$ cat src/rtl/div_sign_seq_if.sv
// Handshake and operand/result bundle for the sequential signed/unsigned divider.
`timescale 1ns/1ps
interface div_sign_seq_if #(
  parameter int unsigned N = 8,
  parameter int unsigned M = 4
);
  logic         start;
  logic         sg;
  logic [N-1:0] A;
  logic [M-1:0] B;
  logic         busy;
  logic         done;
  logic [N-1:0] Q;
  logic [M-1:0] R;
  logic         dz;
  logic         ovf;

  modport master (
    output start, sg, A, B,
    input  busy, done, Q, R, dz, ovf
  );

  modport slave (
    input  start, sg, A, B,
    output busy, done, Q, R, dz, ovf
  );
endinterface

$ cat src/rtl/div_sign_seq.sv
// Sequential restoring divider: one quotient bit per clock on operand
// magnitudes, signs reapplied in a final fix-up cycle. Latency N+1 cycles.
`timescale 1ns/1ps
module div_sign_seq #(
  parameter int unsigned N = 8,
  parameter int unsigned M = 4
) (
  input  logic           clk,
  input  logic           rst_n,
  div_sign_seq_if.slave  bus
);

  localparam int unsigned CW = (N > 1) ? $clog2(N) : 1;

  typedef enum logic [1:0] {IDLE, CALC, FIX} state_t;

  state_t        state_q;
  logic [CW-1:0] cnt_q;
  logic          qneg_q, rneg_q, zero_q, ovfc_q;
  logic [N-1:0]  d_q;
  logic [N-1:0]  qm_q;
  logic [M-1:0]  p_q;
  logic [M-1:0]  bm_q;

  logic          busy_q, done_q, dz_q, ovf_q;
  logic [N-1:0]  q_q;
  logic [M-1:0]  r_q;

  logic [N-1:0]  a_mag_d;
  logic [M-1:0]  b_mag_d;
  logic [M:0]    t_d;
  logic          t_ge_d;
  logic [M-1:0]  p_d;
  logic          a_min_d;

  // Operand magnitudes and one restoring-division step.
  // The partial remainder is always < |B|, so it is kept in M bits;
  // only the trial value T needs the extra bit.
  always_comb begin
    a_mag_d = (bus.sg && bus.A[N-1]) ? (~bus.A + 1'b1) : bus.A;
    b_mag_d = (bus.sg && bus.B[M-1]) ? (~bus.B + 1'b1) : bus.B;
    a_min_d = (bus.A == {1'b1, {(N-1){1'b0}}});
    t_d     = {p_q, d_q[N-1]};
    t_ge_d  = (t_d >= {1'b0, bm_q});
    p_d     = t_ge_d ? M'(t_d - {1'b0, bm_q}) : t_d[M-1:0];
  end

  // Control FSM, datapath registers and registered outputs.
  always_ff @(posedge clk) begin
    if (!rst_n) begin
      state_q <= IDLE;
      cnt_q   <= '0;
      qneg_q  <= 1'b0;
      rneg_q  <= 1'b0;
      zero_q  <= 1'b0;
      ovfc_q  <= 1'b0;
      d_q     <= '0;
      qm_q    <= '0;
      p_q     <= '0;
      bm_q    <= '0;
      busy_q  <= 1'b0;
      done_q  <= 1'b0;
      dz_q    <= 1'b0;
      ovf_q   <= 1'b0;
      q_q     <= '0;
      r_q     <= '0;
    end else begin
      done_q <= 1'b0;
      case (state_q)
        IDLE: begin
          if (bus.start) begin
            qneg_q  <= bus.sg & (bus.A[N-1] ^ bus.B[M-1]);
            rneg_q  <= bus.sg & bus.A[N-1];
            zero_q  <= (bus.B == '0);
            ovfc_q  <= bus.sg & a_min_d & (&bus.B);
            d_q     <= a_mag_d;
            bm_q    <= b_mag_d;
            p_q     <= '0;
            qm_q    <= '0;
            cnt_q   <= '0;
            busy_q  <= 1'b1;
            state_q <= CALC;
          end
        end
        CALC: begin
          d_q   <= d_q << 1;
          p_q   <= p_d;
          qm_q  <= {qm_q[N-2:0], t_ge_d};
          cnt_q <= cnt_q + 1'b1;
          if (cnt_q == CW'(N-1)) begin
            state_q <= FIX;
          end
        end
        FIX: begin
          busy_q  <= 1'b0;
          done_q  <= 1'b1;
          state_q <= IDLE;
          if (zero_q) begin
            q_q   <= '1;
            r_q   <= '0;
            dz_q  <= 1'b1;
            ovf_q <= 1'b0;
          end else begin
            q_q   <= qneg_q ? (~qm_q + 1'b1) : qm_q;
            r_q   <= rneg_q ? (~p_q + 1'b1) : p_q;
            dz_q  <= 1'b0;
            ovf_q <= ovfc_q;
          end
        end
        default: state_q <= IDLE;
      endcase
    end
  end

  assign bus.busy = busy_q;
  assign bus.done = done_q;
  assign bus.Q    = q_q;
  assign bus.R    = r_q;
  assign bus.dz   = dz_q;
  assign bus.ovf  = ovf_q;

endmodule

$ cat src/flat_wrapper.sv
// flat-port wrapper written by rule: the top's interface ports become plain ports
module div_sign_seq_flat 
#(
  parameter int unsigned N = 8,
  parameter int unsigned M = 4
)
  (clk, rst_n, bus_start, bus_sg, bus_A, bus_B, bus_busy, bus_done, bus_Q, bus_R, bus_dz, bus_ovf);
  div_sign_seq_if #(.N(N), .M(M)) bus_i ();
  input  logic clk;
  input  logic rst_n;
  input wire logic [$bits(bus_i.start)-1:0] bus_start;
  input wire logic [$bits(bus_i.sg)-1:0] bus_sg;
  input wire logic [$bits(bus_i.A)-1:0] bus_A;
  input wire logic [$bits(bus_i.B)-1:0] bus_B;
  output wire logic [$bits(bus_i.busy)-1:0] bus_busy;
  output wire logic [$bits(bus_i.done)-1:0] bus_done;
  output wire logic [$bits(bus_i.Q)-1:0] bus_Q;
  output wire logic [$bits(bus_i.R)-1:0] bus_R;
  output wire logic [$bits(bus_i.dz)-1:0] bus_dz;
  output wire logic [$bits(bus_i.ovf)-1:0] bus_ovf;
  assign bus_i.start = bus_start;
  assign bus_i.sg = bus_sg;
  assign bus_i.A = bus_A;
  assign bus_i.B = bus_B;
  assign bus_busy = bus_i.busy;
  assign bus_done = bus_i.done;
  assign bus_Q = bus_i.Q;
  assign bus_R = bus_i.R;
  assign bus_dz = bus_i.dz;
  assign bus_ovf = bus_i.ovf;
  div_sign_seq #(.N(N), .M(M)) u_core (.clk(clk), .rst_n(rst_n), .bus(bus_i));
endmodule
$ cat config.mk
export PLATFORM = sky130hd
export DESIGN_NAME = div_sign_seq_flat
export DESIGN_NICKNAME = d
export VERILOG_FILES = /design/src/rtl/div_sign_seq_if.sv /design/src/rtl/div_sign_seq.sv /design/src/flat_wrapper.sv
export SDC_FILE = /design/constraint.sdc
export NUM_CORES = 1
export LEC_CHECK = 0
export ABC_AREA = 1
export CORE_AREA = 2 2 49 97
export DETAILED_ROUTE_END_ITERATION = 8
export DIE_AREA = 0 0 51 99
export GPL_TIMING_DRIVEN = 0
export MAX_ROUTING_LAYER = met4
export PLACE_DENSITY_LB_ADDON = 0.05
export SLEW_MARGIN = 20
export SYNTH_ARGS = -nofsm -noshare
export SYNTH_HDL_FRONTEND = slang
export SYNTH_SLANG_ARGS = --single-unit
export TNS_END_PERCENT = 100
$ cat constraint.sdc
create_clock -name clk -period 2.4 [get_ports clk]
set_input_delay 0.72 -clock clk [delete_from_list [all_inputs] [get_ports clk]]
set_output_delay 0.72 -clock clk [all_outputs]
set_load 0.005 [all_outputs]
### Word level (Yosys, flattened, before mapping)

Index checks and enable logic that the tools add are counted.

| word-level totals | value |
|---|---|
| register bits after elaboration | 49 |
| input bits | 16 |
| output and inout bits | 16 |
| logic and storage cells | 72 |

| operators by class | value |
|---|---|
| add/sub/neg operators | 6 |
| order comparisons | 1 |
| eq/ne operators | 6 |
| muxes and demuxes | 23 |
| bitwise gates (word level) | 9 |
| reduce and logical (&&, ||, !) cells | 11 |

Operator list:

| operator | count |
|---|---|
| 2-to-1 mux 8 bit | 5 |
| one-hot mux 8 bit (2 select lines) | 2 |
| 2-to-1 mux 4 bit | 5 |
| adder 8 x 1 -> 8 bit, second input constant | 2 |
| NOT 8 bit | 2 |
| adder 4 x 1 -> 4 bit, second input constant | 2 |
| == test 8 bit, second input constant | 1 |
| NOT 4 bit | 2 |
| one-hot mux 4 bit (2 select lines) | 1 |
| AND reduction 2 bit | 4 |
| one-hot mux 3 bit (2 select lines) | 1 |
| greater-or-equal comparator 5 x 4 -> 1 bit | 1 |
| bitwise AND 1 bit | 4 |
| zero test 4 bit | 1 |
| 2-to-1 mux 1 bit | 4 |
| 2-to-1 mux 2 bit | 2 |
| one-hot mux 2 bit (2 select lines) | 1 |
| AND reduction 4 bit | 1 |
| nonzero test 2 bit | 2 |
| subtractor 4 bit | 1 |
| adder 3 x 1 -> 3 bit, second input constant | 1 |
| == test 3 bit, second input constant | 1 |
| 2-to-1 mux 3 bit | 1 |
| == test 2 x 1 -> 1 bit, second input constant | 1 |
| other kinds (7) | 8 |

### Depth between registers and ports, before layout

| depth | value |
|---|---|
| depth after elaboration | 5 |
| depth in mapped cells | 10 |
| mapped depth without buffers | 10 |

### Least setup slack after synthesis

No wires, ideal clock.

| timing | value |
|---|---|
| kind | in2reg |
| from | input port bus_start |
| to | register u_core.d_q[3] |
| arrival time | 1416 ps |
| setup slack | 852 ps |
| stages on the path | 6 |
| buffers on the path | 1 |
| path through | nand3_2 inv_2 nor2_4 buf_4 a22oi_1 a21oi_1 |

| on the way | value |
|---|---|
| word-level cells in the longest chain between the ends | 2 |

Ends and longest elaborated chain:

| item | RTL line | text |
|---|---|---|
| from (decl) | flat_wrapper.sv:11 | `input wire logic [$bits(bus_i.start)-1:0] bus_start;` |
| != test 2 bit (no source line) | n/a |  |
| AND reduction 2 bit (no source line) | n/a |  |
| to (signal assigned) | div_sign_seq.sv:76 | `d_q <= a_mag_d;` |
| to (signal assigned) | div_sign_seq.sv:86 | `d_q <= d_q << 1;` |
| to (decl) | div_sign_seq.sv:20 | `logic [N-1:0] d_q;` |

Every way passes these cells.
A chain may end at the register's enable or synchronous reset.

### Final worst setup path

Same ends and word-level chain as after synthesis.

==> impl_metrics.yaml <==
critical_path:
  reg2reg_to: "u_core.p_q[2]"
  startpoint: "bus_start"
  reg2regPathDepth: 9
  crit_required_ns: 2.57
  r2r_start: "u_core.bm_q[2]"
  ff2ff_setup_slack_ns: 0.74
  critical_path.endpoint_type: "flop"
  endpoint: "u_core.d_q[3]"
  start_kind: "input port"
  worstPathArrival_ns: 2.18
  worstSetupPathType: "input port to flop"
  critPathMaxFanout: 10
logic_synthesis:
  synth.cells.most_frequent: "nand2_1, dfxtp_1, inv_1, a21oi_1, nand3_1"
  synthFlopType: "dfxtp_1"
  ys_seq_elements: 49
  synth_nets: 371
  yosysTopAreaCell: "dfxtp_1"
  synth_warnings: 0
  ys_types: 29
  synth_edf_count: 0
  synth_top_cell_area_share: 0.4008
  synth.area.top_cells: "dfxtp_1, nand2_1, a21oi_1"
  synthCells: 343
  avgSynthCellArea_um2: 7.135
  synthArstFlopShare: 0
  syn_area_mm2: 0.002447
  yosysMostFrequentCell: "nand2_1"
  ys_seq_area_frac: 0.4008
clocking:
  clock-sinks: 49
  clk_path_buf_depth: 2
  clock_latency_ns: 0.30
  htreeDepth: 2
  numCtsBuffers: 5
  ctsResizeCount: 0
  tritoncts: "done"
  cts.clk_slew.worst_paths_ns: 0.09
  clock-root-buffer: "clkbuf_8"
  post_cts_buffers: 0
  ctsHoldBuffers: 0
sta:
  final.period_utilization: 0.8365
  final-hold-violation-count: 0
  hold_slack_ns: 0.4692
  skew_ns: 0.004968
  drv_slew: 0
  fin_tns_setup_ns: 0
  setup_violations: 0
  max_freq_ghz: 0.4981
  min_period_ns: 2.008
  tightestPinTransition_ns: 0.5628
  max_slew_margin: 0.6248
  rsz0062_at_grt: "no"
finish:
  diodes: 0
  syn_to_final_growth_pct: 19.02
  nets: 409
  drive_gt1_frac: 0.06545
  final_area_mm2: 0.002913
placed_design:
  postPlaceCellArea_mm2: 0.002825
  portBuffers: 31
  gp_congestion: 0.8383
  place_hpwl_mm: 4.096
outcome:
  status: "complete, no violations"
global_route:
  grt_usage: 0.2329
  grt_max_degree: 16
  first_global_vias: 2171
  grt_pass1_wl_mm: 8.797
  grt_overflow: 0
  antenna_found_initial: 0
pwr:
  swShare: 0.3109
  p_per_area_mw_per_mm2: 598.0
  p_int_mw: 1.200
  clkPwrFrac: 0.279
  p_total_mw: 1.742
  power_frac_comb: 0.219
  switchingPower_mw: 0.5415
  p_seq_frac: 0.502
  leakage_nw: 1.216
  vdd_drop_max_v: 0.0003912
die:
  die_w_um: 51
  rows: 34
  start_util: 0.5696
  io_pins: 32
  dieArea_mm2: 0.005049
  die-height_um: 99
  coreArea_mm2: 0.004297
routing:
  firstDrtPassIters: 4
  detail_route.wl_per_cell_um: 12.09
  drt-total-wl_mm: 5.273
  drtIter0Drc: 34
  drtAntennaViolNets: 0
  drc: 0
  dr_total_vias: 2299
  via_per_inst: 5.273
worst_hold_path:
  hold_class: "flop to flop"
run:
  maxCapViolations: 0
-- through the flow --
step	instances	setup slack, ns	util
2_1_floorplan	343	0.8521	-
6_report	436	0.3925	0.6779
3_5_place_dp	428	0.07392	0.6575
4_1_cts	436	0.4008	0.6779
3_3_place_gp	428	0.09203	0.6575
5_1_grt	436	0.3199	0.6779
-- per-layer routing --
metal / GRT usage / part of all wire
met1: 0.2145 / 0.38
met2: 0.4376 / 0.55
met3: 0.02879 / 0.033
met4: 0.1268 / 0.033
met5: - / 0
-- worst min path at each step --
stage               slack [ns]              end            start  depth (start not counted)
floorplan                 0.44    u_core.d_q[0]    u_core.d_q[0]                          2
global placement          0.45  u_core.cnt_q[1]  u_core.cnt_q[1]                          2
detailed placement        0.46  u_core.cnt_q[2]  u_core.cnt_q[2]                          2
CTS                       0.47  u_core.cnt_q[2]  u_core.cnt_q[2]                          2
global route              0.50  u_core.cnt_q[2]  u_core.cnt_q[2]                          2
finish                    0.47    u_core.d_q[0]    u_core.d_q[0]                          2
-- flip-flops by register name (all words and copies together), names as in the netlist, 2 cells and up --
signal / count
u_core.state_q: 2
u_core.cnt_q: 3
u_core.d_q: 8
u_core.bus.R: 4
u_core.bm_q: 4
u_core.qm_q: 8
u_core.p_q: 4
u_core.bus.Q: 8
-- cell usage in the layout (no fill, tap or decap), types with 2 or more instances in the layout --
cell,count
nand2_1,74
dfxtp_1,49
inv_1,43
a21oi_1,35
nand3_1,34
clkdlybuf4s50_1,31
nor2_1,26
o21ai_0,21
ha_1,11
inv_2,5
a22oi_1,5
clkbuf_1,5
xor2_1,5
clkbuf_8,5
buf_2,4
a31oi_1,4
nor3_1,4
nor2_2,3
nor2_4,3
nand4_1,2
clkinvlp_4,2
-- kinds of logic (layout without fill, tap and decap cells) --
group | Yosys count | count (layout) | share of synthesized area
fa+ha+maj | 12 | 12 | 0.06442
compound gates | 69 | 69 | 0.1534
flops | 49 | 49 | 0.4008
buf+inv | 58 | 97 | 0.09253
xor+xnor | 6 | 6 | 0.02147
simple gates | 149 | 149 | 0.2674
-- cell type report --
cell class,count,area (µm²)
flip-flops and latches,49,980.9
multi-input cells,236,1240
repair buffers,31,310.3
well taps,54,67.56
clock inverters,2,15.01
plain buffers,10,46.29
inverters,48,180.2
clock buffers,6,72.57
fillers,415,1384
-- worst max-delay path, stage by stage --
cell and delay (ns):
clkdlybuf4s50_1 0.47, nand3_2 0.25, inv_2 0.26, nor2_4 0.06
buf_4 0.18, a22oi_1 0.15, a21oi_1 0.08
-- power groups by stage --
stage / Clock, mW / Sequential (mW) / Combinational [mW]
after floorplan: 0 / 0.887 / 0.273
after global placement: 0 / 0.892 / 0.369
after detailed placement: 0 / 0.893 / 0.380
after CTS: 0.499 / 0.874 / 0.382
after global routing: 0.527 / 0.878 / 0.433
final: 0.486 / 0.874 / 0.382
No activity file was read; power rests on OpenSTA's default activity.
